[config.mk]
export PLATFORM = sky130hd
export DESIGN_NAME = multi_clktick
export DESIGN_NICKNAME = d
export VERILOG_FILES = /design/src/rtl/multi_clktick_pkg.sv /design/src/rtl/clktick_chan.sv /design/src/rtl/multi_clktick.sv
export SDC_FILE = /design/constraint.sdc
export NUM_CORES = 1
export LEC_CHECK = 0
export BUFFER_PORTS_ARGS = -buffer_cell sky130_fd_sc_hd__buf_2
export CAP_MARGIN = 0
export CORE_MARGIN = 2
export CORE_UTILIZATION = 60
export DETAILED_ROUTE_END_ITERATION = 8
export GPL_TIMING_DRIVEN = 0
export PLACE_DENSITY = 0.81
export SYNTH_ARGS = -nofsm -noshare
export SYNTH_HDL_FRONTEND = slang
export SYNTH_HIERARCHICAL = 1
export SYNTH_SLANG_ARGS = --single-unit
[constraint.sdc]
create_clock -name clk -period 2.6 [get_ports clk]
set_input_delay 0.13 -clock clk [delete_from_list [all_inputs] [get_ports clk]]
set_output_delay 0.13 -clock clk [all_outputs]
set_load 0.05 [all_outputs]
[src/rtl/multi_clktick_pkg.sv]
// Shared types for the multi-channel programmable tick generator.
// Latency: n/a (types only).
// Backpressure: n/a (types only).
//
// Holds the per-channel mode encoding and the channel FSM state encoding
// used by multi_clktick and clktick_chan.
package multi_clktick_pkg;

    typedef enum logic {
        MODE_PERIODIC = 1'b0,
        MODE_ONESHOT  = 1'b1
    } mode_e;

    typedef enum logic {
        ST_IDLE = 1'b0,
        ST_RUN  = 1'b1
    } state_e;

endpackage

[src/rtl/clktick_chan.sv]
// One tick channel: IDLE/RUN down-counter with active + shadow divisor.
// Latency: tick registered, asserted the edge after the count reaches 0 on a step.
// Backpressure: owner must not write while pending is high (top gates via cfg_ready).
//
// Ports: clk, rst (sync, active-high); step (count enable), start, stop,
// mode (0 periodic / 1 one-shot); wr + wr_n (accepted divisor write);
// tick (1-cycle pulse), busy (state == RUN), pending (shadow not yet applied).
module clktick_chan
    import multi_clktick_pkg::*;
#(
    parameter int               WIDTH   = 16,
    parameter logic [WIDTH-1:0] RESET_N = '0
) (
    input  logic             clk,
    input  logic             rst,
    input  logic             step,
    input  logic             start,
    input  logic             stop,
    input  logic             mode,
    input  logic             wr,
    input  logic [WIDTH-1:0] wr_n,
    output logic             tick,
    output logic             busy,
    output logic             pending
);

    state_e           state;
    logic [WIDTH-1:0] count;
    logic [WIDTH-1:0] act_n;
    logic [WIDTH-1:0] shd_n;
    logic             pend;
    logic             tick_r;

    logic [WIDTH-1:0] load_n;
    logic             terminal;
    logic             reload;
    logic             promote;

    // Any load of the counter picks up a waiting shadow value first.
    assign load_n   = pend ? shd_n : act_n;
    assign terminal = (state == ST_RUN) && step && (count == '0);
    // stop beats both start and a same-cycle terminal count.
    assign reload   = !stop && (start || terminal);
    // The shadow also drains on its own once the channel sits idle.
    assign promote  = pend && (reload || (state == ST_IDLE));

    always_ff @(posedge clk) begin
        if (rst) begin
            state  <= ST_IDLE;
            count  <= '0;
            tick_r <= 1'b0;
            act_n  <= RESET_N;
            shd_n  <= RESET_N;
            pend   <= 1'b0;
        end else begin
            tick_r <= 1'b0;
            if (stop) begin
                state <= ST_IDLE;
            end else if (start) begin
                state <= ST_RUN;
                count <= load_n;
            end else if (terminal) begin
                tick_r <= 1'b1;
                count  <= load_n;
                if (mode == MODE_ONESHOT) begin
                    state <= ST_IDLE;
                end
            end else if ((state == ST_RUN) && step) begin
                count <= count - WIDTH'(1);
            end

            if (promote) begin
                act_n <= shd_n;
                pend  <= 1'b0;
            end
            // A write only arrives while pend is clear, so it never races a
            // promotion; a same-cycle reload above has already used act_n.
            if (wr) begin
                shd_n <= wr_n;
                pend  <= 1'b1;
            end
        end
    end

    assign tick    = tick_r;
    assign busy    = (state == ST_RUN);
    assign pending = pend;

endmodule

[src/rtl/multi_clktick.sv]
// Multi-channel programmable tick generator with shared optional prescaler.
// Latency: tick is registered; divisor writes take effect at the next reload/start/idle cycle.
// Backpressure: cfg_ready low while the target channel still holds a pending divisor.
//
// Ports: clk, rst (sync, active-high); en (global), ch_en/mode/start/stop per
// channel; cfg_valid/cfg_ch/cfg_n divisor write with cfg_ready; pre_n when the
// prescaler is built in; tick (1-cycle pulses), busy (channel running).
// Optional build macro: MULTI_CLKTICK_PRESCALE_EN adds pre_n and a shared
// prescaler that throttles every channel's step. CHANNELS must be >= 2.
module multi_clktick
    import multi_clktick_pkg::*;
#(
    parameter int WIDTH    = 16,
    parameter int CHANNELS = 4,
    parameter int RESET_N  = 0
) (
    input  logic                        clk,
    input  logic                        rst,
    input  logic                        en,
    input  logic [CHANNELS-1:0]         ch_en,
    input  logic [CHANNELS-1:0]         mode,
    input  logic [CHANNELS-1:0]         start,
    input  logic [CHANNELS-1:0]         stop,
    input  logic                        cfg_valid,
    input  logic [$clog2(CHANNELS)-1:0] cfg_ch,
    input  logic [WIDTH-1:0]            cfg_n,
`ifdef MULTI_CLKTICK_PRESCALE_EN
    input  logic [WIDTH-1:0]            pre_n,
`endif
    output logic                        cfg_ready,
    output logic [CHANNELS-1:0]         tick,
    output logic [CHANNELS-1:0]         busy
);

    localparam int CW = $clog2(CHANNELS);

    logic [CHANNELS-1:0] pending;
    logic [CHANNELS-1:0] wr;
    logic [(1<<CW)-1:0]  pend_ext;
    logic                pre_stb;

    // Unused channel codes read as "not pending", so writes to them are
    // accepted and simply dropped by the decode below.
    always_comb begin
        pend_ext                 = '0;
        pend_ext[CHANNELS-1:0]   = pending;
    end

    assign cfg_ready = !rst && !pend_ext[cfg_ch];

    always_comb begin
        wr = '0;
        for (int i = 0; i < CHANNELS; i++) begin
            wr[i] = cfg_valid && cfg_ready && (cfg_ch == CW'(i));
        end
    end

`ifdef MULTI_CLKTICK_PRESCALE_EN
    logic [WIDTH-1:0] pre_cnt;

    // Strobe on the zero state; the reload makes the strobe period pre_n+1.
    assign pre_stb = (pre_cnt == '0);

    always_ff @(posedge clk) begin
        if (rst) begin
            pre_cnt <= '0;
        end else if (en) begin
            pre_cnt <= pre_stb ? pre_n : (pre_cnt - WIDTH'(1));
        end
    end
`else
    assign pre_stb = 1'b1;
`endif

    for (genvar g = 0; g < CHANNELS; g++) begin : g_chan
        clktick_chan #(
            .WIDTH   (WIDTH),
            .RESET_N (WIDTH'(RESET_N))
        ) u_chan (
            .clk     (clk),
            .rst     (rst),
            .step    (en && ch_en[g] && pre_stb),
            .start   (start[g]),
            .stop    (stop[g]),
            .mode    (mode[g]),
            .wr      (wr[g]),
            .wr_n    (cfg_n),
            .tick    (tick[g]),
            .busy    (busy[g]),
            .pending (pending[g])
        );
    end

endmodule

==> results.txt, run 1 <==
The flow ran to the end, and the final reports show no timing, DRC or antenna violations. The part of the cycle the worst path needs came out at 0.9170. The setup skew after layout came out at 0.01676 ns. Adding up every negative setup slack in the final design gives 0 ns. The post-synthesis register bit count is approximately 200. The effective utilization at floorplan came out at 0.6120. The number of clock sinks came out at just over 200. The synthesized netlist net count came out at 1218. The share of the yosys chip area belonging to registers came out at 0.3858. Summing all non-filler instances in the final layout gives an area of roughly 0.012 mm^2. In this run the worst hold path is classified as in -> reg.

For the worst-skew pair, the clock arrives at the later sink with an insertion delay of around 0.52 ns. The clock passes through at most 3 buffers. The post-placement worst setup slack came out at between 0.1 and 0.15 ns. The netlist area before placement is between 0.01 and 0.015 mm^2. The routed design could run at a clock period as short as about 2.4 ns. Setup slack on the critical path of the routed design comes to ~0.22 ns. The number of DRC markers in iteration 0 came out at roughly 1000. The total of endpoints with negative setup slack in the final report came out at 0. The startpoint type of the worst setup path is a register. In the routed layout, each cell is associated on average with a via count of between 6 and 7. The post-layout total power is around 7900 uW.

The average size of a mapped cell is between 9 and 10 um^2. The count of antenna diodes in the layout is 0. The placer congestion estimate is roughly 0.93.

Leaving out fill and tap cells, the most frequent cell in the layout is dfxtp_1. For this run, the leading register cell type out of synthesis is dfxtp_1. TritonCTS built the clock tree. The floorplan die area came out at approximately 0.019 mm^2. The remaining antenna violation count after routing is 0. The worst register-to-register path begins at g_chan[0].u_chan/count[0]$_SDFFE_PP0P_. The number of flops mapped to enable cells by yosys is 0. The cell row count is 48.

The die boundary height is 136.8 um. In the global route stage, overall resource usage came out at 0.2966. The power per standard cell area is roughly 660 mW/mm^2. The total clock buffers created by CTS is 23. In this run the number of H-tree levels came out at 1.

The type of the setup path with the least slack is reg -> reg. The static power due to leakage is between 0.004 and 0.005 uW. The slew of the pin with the lowest slew margin is about 0.95 ns. In the layout the commonest cells are 204 x dfxtp_1, 185 x nor2_1, 174 x mux2i_1, 54 x buf_2, 50 x a21oi_1. Global routing finished with a remaining overflow of 0.

The number of pins with negative max-slew slack in the final report came out at 0. The first element of the critical path is g_chan[0].u_chan/count[0]$_SDFFE_PP0P_. The total of warnings raised by yosys is 6. Setup repair after global routing left no endpoint under its margin. The via count of the first global-routing pass is 8682. The fmax is between 400 and 500 MHz. The number of max-cap violations is 0. The synthesis-to-layout area growth came out at 13.69%.

For this run, the number of standard cells in the final layout without fillers is ~1500. The worst hold path begins at cfg_n[6]. After detailed routing, the average wire length per cell comes to between 15 and 20 um. The count of instances resized after the clock tree is built is 0. Data arrives at the worst endpoint at roughly 2.8 ns.

The number of port buffers is 40. The vias after detailed routing is between 9000 and 10000. In the final design database the tool counted between 1000 and 1500 nets. For the worst setup path, the data required time is between 2 and 3 ns.

The share of synthesized registers carrying an async set or reset came out at 0. The first global-routing pass estimated 44.39 mm of wire. The pre-antenna-repair detailed-routing pass consisted of 7 iterations. The library cell used as clock root buffer is clkbuf_16. The capturing element type of the critical path is a register.

The number of distinct library cells after synthesis is between 60 and 70. The worst-case headroom to the max-slew limit is 0.3588. The placed wire-length estimate after detailed placement is between 15 and 20 mm.

The count of mapped cells out of synthesis came out at ~1200. The count of final hold-check violations is 0. The number of instances in the placed design came out at roughly 1400. The initial antenna violation count was 0. Once placement finished, the instance area stood at 0.01107 mm^2.

The share of cells above drive strength 1 is 0.1431. The peak ir drop on the vdd network came out at approximately 0.55 mV. The number of top-level pins came out at 47. Measured along the x axis, the die boundary spans roughly 140 um. The routed wire length came out at around 28 mm. The placeable core area is about 0.017 mm^2. The number of remaining DRC errors is 0. The top fanout value on the critical path came out at 10. Clock-pin slew was measured on the worst setup and hold paths at 0.06 ns. The pin count of the biggest net entering global routing is 14.
-- report_power, final --
group | switching (uW) | leakage, uW | internal (uW)
combinational | 767 | 0.00279 | 492
sequential | 106 | 0.00165 | 3210
clock | 1350 | 0.000381 | 1970
total | 2220 | 0.00482 | 5680
-- sequential cells by signal, indices dropped and copies added, names as in the netlist --
signal and count:
g_chan.u_chan/act_n 64, g_chan.u_chan/busy 4, g_chan.u_chan/pending 4, g_chan.u_chan/count 64, g_chan.u_chan/shd_n 64, g_chan.u_chan/tick 4
-- synth_stat cells (6+ instances only) --
| cell | instances | share of area |
|---|---|---|
| nor4_1 | 16 | 0.0095 |
| a32o_1 | 16 | 0.015 |
| buf_6 | 6 | 0.0064 |
| nand3_1 | 40 | 0.019 |
| nor3b_1 | 6 | 0.0043 |
| a22oi_1 | 6 | 0.0043 |
| ha_1 | 8 | 0.0095 |
| or4_1 | 8 | 0.0057 |
| clkbuf_1 | 46 | 0.016 |
| nor2_1 | 185 | 0.066 |
| a31oi_1 | 14 | 0.0083 |
| and3_1 | 6 | 0.0035 |
| buf_2 | 14 | 0.0066 |
| or3_1 | 8 | 0.0047 |
| inv_1 | 46 | 0.016 |
| o31ai_1 | 6 | 0.0043 |
| buf_1 | 6 | 0.0021 |
| nor3_1 | 42 | 0.020 |
| mux2_2 | 38 | 0.040 |
| o211ai_1 | 8 | 0.0057 |
| nand2_1 | 46 | 0.016 |
| a21oi_1 | 50 | 0.024 |
| o22ai_1 | 8 | 0.0047 |
| a211oi_1 | 10 | 0.0071 |
| o32ai_1 | 20 | 0.017 |
| and2_1 | 6 | 0.0035 |
| mux2i_1 | 174 | 0.16 |
| nor4_4 | 6 | 0.012 |
| dfxtp_1 | 204 | 0.39 |
| o21ai_0 | 28 | 0.013 |
| nor2b_1 | 6 | 0.0035 |
-- per-stage QoR --
stage / hold WS, ns / utilization
final: 0.007159 / 0.6957
after detailed placement: 0.4740 / 0.6398
after global placement: 0.4665 / 0.6398
after global routing: 0.03539 / 0.6957
after CTS: 0.004154 / 0.6957
after floorplan: 0.2775 / -
-- timing repair --
| action | CTS | global route |
|---|---|---|
| buffers inserted | 0 | 0 |
| endpoints found under the hold margin | 55 | 0 |
| hold buffers | 19 | 0 |
-- kinds of logic after synthesis --
family,share of synthesized area
AOI/OAI and AO/OA,0.1515
and+or+nand+nor,0.1948
DFF,0.3858
muxes,0.2071
adders and majority gates,0.009457
buffers and inverters,0.05130
-- worst max-delay path, stage by stage, from the launching register on --
cell and delay (ns):
dfxtp_1 0.33, inv_1 0.12, ha_1 0.20, nor4b_1 0.39, nand2_1 0.16, o21ai_1 0.45
buf_4 0.28, mux2i_1 0.21, o32ai_1 0.10
-- layout make-up --
cell class / instances / area (um^2)
multi-input cells: 844 / 5958
fillers: 1321 / 5263
flip-flops and latches: 204 / 4084
clock buffers: 30 / 651.9
repair buffers: 59 / 390.4
plain buffers: 76 / 362.8
well taps: 225 / 281.5
inverters: 48 / 180.2
clock inverters: 11 / 125.1
-- final timing paths --
path	to	slack, ns	cells past startpoint
setup / recovery	g_chan[0].u_chan/count[3]$_SDFFE_PP0P_	0.22	8
hold / removal	g_chan[0].u_chan/shd_n[6]$_SDFFE_PP0P_	0.007	3
setup reg to reg	g_chan[0].u_chan/count[3]$_SDFFE_PP0P_	0.22	8
hold reg to reg	g_chan[0].u_chan/act_n[9]$_SDFFE_PP0P_	0.49	2
-- routing by layer --
metal / vias up / global-route usage / routed length [um]
met5: - / 0 / 0
met4: 0 / 0.08877 / 777
met3: 78 / 0.04259 / 2248
met2: 446 / 0.4906 / 13100
met1: 4492 / 0.4025 / 12220
li1: 4459 / - / -
Power figures use the tool's default switching activity.
==> run 2, diff against run 1 <==
Settings changed: SYNTH_HIERARCHICAL 1 to unset.
==> results.txt, run 2 <==
The vias after detailed routing was 9344 (was 9475). The number of flops mapped to enable cells by yosys is 0 (unchanged). Status: completed (unchanged). The launching point of the worst reg2reg path was g_chan[2].u_chan.count[6]$_SDFFE_PP0P_ (was g_chan[0].u_chan/count[0]$_SDFFE_PP0P_).

The number of port buffers is 44 (was 40). The via count of the first global-routing pass was 8857 (was 8682). The length of the first detailed-routing pass in iterations is 5 (was 7). Most frequent cells in the layout: 204 x dfxtp_1, 200 x mux2i_1, 128 x nand2_1, 125 x nor2_1, 56 x buf_2 (was 204 x dfxtp_1, 185 x nor2_1, 174 x mux2i_1, 54 x buf_2, 50 x a21oi_1). The die boundary height is 135.1 um (was 136.8 um).

The total clock buffers created by CTS came to 23 (unchanged). The slack of the critical path was 0.08182 ns (was 0.2159 ns). The end of the worst hold path was g_chan[1].u_chan.shd_n[9]$_SDFFE_PP0P_ (was g_chan[0].u_chan/shd_n[6]$_SDFFE_PP0P_). The number of instances in the placed design is 1404 (was 1437).

The placer congestion estimate came out at 0.9304 (was 0.9330). The most frequent cell after synthesis is dfxtp_1 (unchanged). The share of cells above drive strength 1 came out at 0.1326 (was 0.1431).

The effective utilization at floorplan came to 0.6172 (was 0.6120). The most area-hungry cell type in the Yosys netlist was dfxtp_1 (unchanged). The static power due to leakage is 0.004506 uW (was 0.004821 uW). The level count of the clock H-tree is 1 (unchanged). The post-layout net count is 1282 (was 1302). The routed wire length is 29.84 mm (was 28.34 mm).

The count of mapped cells out of synthesis is 1140 (was 1172). The class of the worst hold path is in -> reg (unchanged). The post-placement worst setup slack came out at -0.02438 ns (was 0.1227 ns). The fraction of synthesized cell area taken by the top area cell type was 0.3962 (was 0.3858). The number of distinct library cells after synthesis is 79 (was 66). The slew of the pin with the lowest slew margin is 0.9317 ns (was 0.9530 ns). The number of buffers on the longest clock path came to 3 (unchanged). The data arrival time of the critical path was 2.91 ns (was 2.76 ns). The first element of the critical path is rst (was g_chan[0].u_chan/count[0]$_SDFFE_PP0P_).

The setup skew after layout came out at 0.02603 ns (was 0.01676 ns). Biggest registers after layout: g_chan.u_chan.act_n: 64 flops, g_chan.u_chan.count: 64 flops, g_chan.u_chan.shd_n: 64 flops (was g_chan.u_chan/act_n: 64 flops, g_chan.u_chan/count: 64 flops, g_chan.u_chan/shd_n: 64 flops). The combined area of the multi-input logic cells is 0.005704 mm^2 (was 0.005958 mm^2). RSZ-0062 raised after global routing: false (unchanged). The floorplan die area came out at 0.01825 mm^2 (was 0.01872 mm^2). The register area is 0.004084 mm^2 (unchanged).

The cell depth of the worst flop-to-flop path came out at 7 (was 8). The share of the yosys chip area belonging to registers came out at 0.3962 (was 0.3858). The post-synthesis register bit count is 204 (unchanged). The worst hold slack across all endpoints came out at 0.02246 ns (was 0.007159 ns).

The synthesized netlist net count came out at 1186 (was 1218). The synthesis-to-layout area growth is 15.63% (was 13.69%). The fmax is 397.1 MHz (was 419.4 MHz).

The capturing element type of the critical path is a register (unchanged). The part of the cycle the worst path needs came to 0.9685 (was 0.9170). The peak ir drop on the vdd network came out at 0.4977 mV (was 0.5494 mV). The final critical-path required period is 2.518 ns (was 2.384 ns). The worst-case headroom to the max-slew limit came out at 0.3789 (was 0.3588).

The TritonCTS clock tree is yes (unchanged). The horizontal die dimension came out at 135.1 um (was 136.8 um). The average size of a mapped cell is 9.043 um^2 (was 9.032 um^2). The count of final hold-check violations is 0 (unchanged). The netlist area before placement came to 0.01031 mm^2 (was 0.01059 mm^2). The placed wire-length estimate after detailed placement is 20.16 mm (was 19.25 mm). The library cell used as clock root buffer was clkbuf_16 (unchanged). The number of max-cap violations is 0 (unchanged). The type of the setup path with the least slack is in -> reg (was reg -> reg).

Leading post-synthesis cells by instance count: 204 x dfxtp_1, 200 x mux2i_1, 128 x nand2_1 (was 204 x dfxtp_1, 185 x nor2_1, 174 x mux2i_1). The overall overflow remaining after global route came out at 0 (unchanged). The number of clock sinks was 204 (unchanged).

The placeable core area came to 0.01670 mm^2 (was 0.01730 mm^2). The total of endpoints with negative setup slack in the final report came out at 0 (unchanged). The average routed wire per standard cell is 20.26 um (was 18.93 um). The number of DRC markers in iteration 0 came out at 765 (was 1018). The share of synthesized registers carrying an async set or reset is 0 (unchanged).

The top fanout value on the critical path is 10 (unchanged). The data required time at the worst endpoint is 2.99 ns (was 2.97 ns). The beginning of the worst hold path is cfg_n[9] (was cfg_n[6]).

The final-layout setup total negative slack came to 0 ns (unchanged). The number of pins with negative max-slew slack in the final report is 0 (unchanged). The number of remaining DRC errors came out at 0 (unchanged). The top flip-flop cell by instance count after synthesis was dfxtp_1 (unchanged).

The via-per-instance ratio is 6.344 (was 6.329). The post-CTS clock slew at the launch and capture registers of the worst setup and hold paths came out at 0.06 ns (about the same). The most common library cell in the layout ignoring fill and taps is dfxtp_1 (unchanged). The setup slack on the worst flop-to-flop path is 0.10 ns (was 0.22 ns). The initial antenna violation count was 0 (unchanged). The cell row count came out at 47 (was 48). The pin count of the biggest net entering global routing is 14 (unchanged).

The number of standard cells in the layout, taps in and fillers out came to 1473 (was 1497). The global-route wire length before repair came out at 47.29 mm (was 44.39 mm). The number of fillers in the final layout is 1283 (was 1321).

The power per standard cell area came to 664.2 mW/mm^2 (was 656.1 mW/mm^2). The remaining antenna violation count after routing came out at 0 (unchanged). The startpoint type of the worst setup path is an input pin (was register). The worst hold path depth came out at 3 (unchanged).

The overall fraction of global-route tracks in use is 0.3273 (was 0.2966). The total of warnings raised by yosys is 0 (was 6). Top cells by area in the synthesized netlist: dfxtp_1 40%, mux2i_1 19%, nand2_1 4.7%, nor2_1 4.6%, a32o_1 2.0% (was dfxtp_1 39%, mux2i_1 16%, nor2_1 6.6%, mux2_2 4.0%, a21oi_1 2.4%).

The clock latency reported for the late side of the worst-skew pair is 0.53 ns (was 0.52 ns). The number of top-level pins is 47 (unchanged). The worst reg2reg path endpoint is g_chan[2].u_chan.busy$_SDFFE_PP0P_ (was g_chan[0].u_chan/count[3]$_SDFFE_PP0P_).
==> run 2: cell type report <==
type / instances / area share
clock inverter: 9 / 0.01060
buffer: 81 / 0.03590
antenna: 1 / 0.0002099
sequential: 204 / 0.3426
timing repair buffer: 73 / 0.04199
clock buffer: 32 / 0.05700
tap: 220 / 0.02309
multi-input combinational: 821 / 0.4785
inverter: 32 / 0.01008
==> run 2: logic make-up after synthesis <==
group,after synthesis,share of synthesized area
compound gates,193,0.1393
mux,220,0.2171
simple gates,398,0.1824
flops,204,0.3962
buf+inv,115,0.05353
fa+ha+maj,8,0.009710
xor+xnor,2,0.001700
==> run 2: layer usage <==
layer	up-vias	global-route usage	routed length, um
met3	81	0.04167	2598
li1	4333	-	-
met2	485	0.5214	13710
met5	-	0	0
met4	0	0.1273	1011
met1	4445	0.4541	12520
==> run 2: critical path: stages <==
cell and delay, ns:
buf_2 0.08, clkbuf_1 0.63, clkbuf_1 0.59, clkbuf_1 0.75, nor3_1 0.13, dlygate4sd3_1 0.59
==> run 2: worst max path at each step <==
| stage | endpoint | slack, ns |
|---|---|---|
| detailed placement | g_chan[3].u_chan.act_n[14]$_SDFFE_PP0P_ | -0.02 |
| CTS | g_chan[3].u_chan.act_n[14]$_SDFFE_PP0P_ | 0.08 |
| floorplan | g_chan[0].u_chan.shd_n[10]$_SDFFE_PP0P_ | 0.25 |
| global placement | g_chan[0].u_chan.count[11]$_SDFFE_PP0P_ | 0.02 |
| global route | g_chan[2].u_chan.busy$_SDFFE_PP0P_ | 0.04 |
| finish | g_chan[3].u_chan.busy$_SDFFE_PP0P_ | 0.08 |
==> run 2: repair_timing <==
action                                  CTS  global route
cloned                                    0             0
resized for setup                         1             8
endpoints found under the hold margin    38             0
endpoints found under the setup margin    9            32
setup buffers                             0             4
pin swaps                                 0             3
hold buffers                             25             0
==> run 2: power breakdown <==
part | internal, uW | switching, uW
registers | 3210 | 97.6
clock network | 2120 | 1320
logic | 440 | 725
==> run 2: per-stage QoR <==
step           area (um^2)  utilization  power (uW)
2_1_floorplan        10310            -        4150
6_report             11920       0.7137        7917
4_1_cts              11870       0.7110        7891
3_3_place_gp         10810       0.6471        4444
3_5_place_dp         10810       0.6471        4464
5_1_grt              11920       0.7136        8157
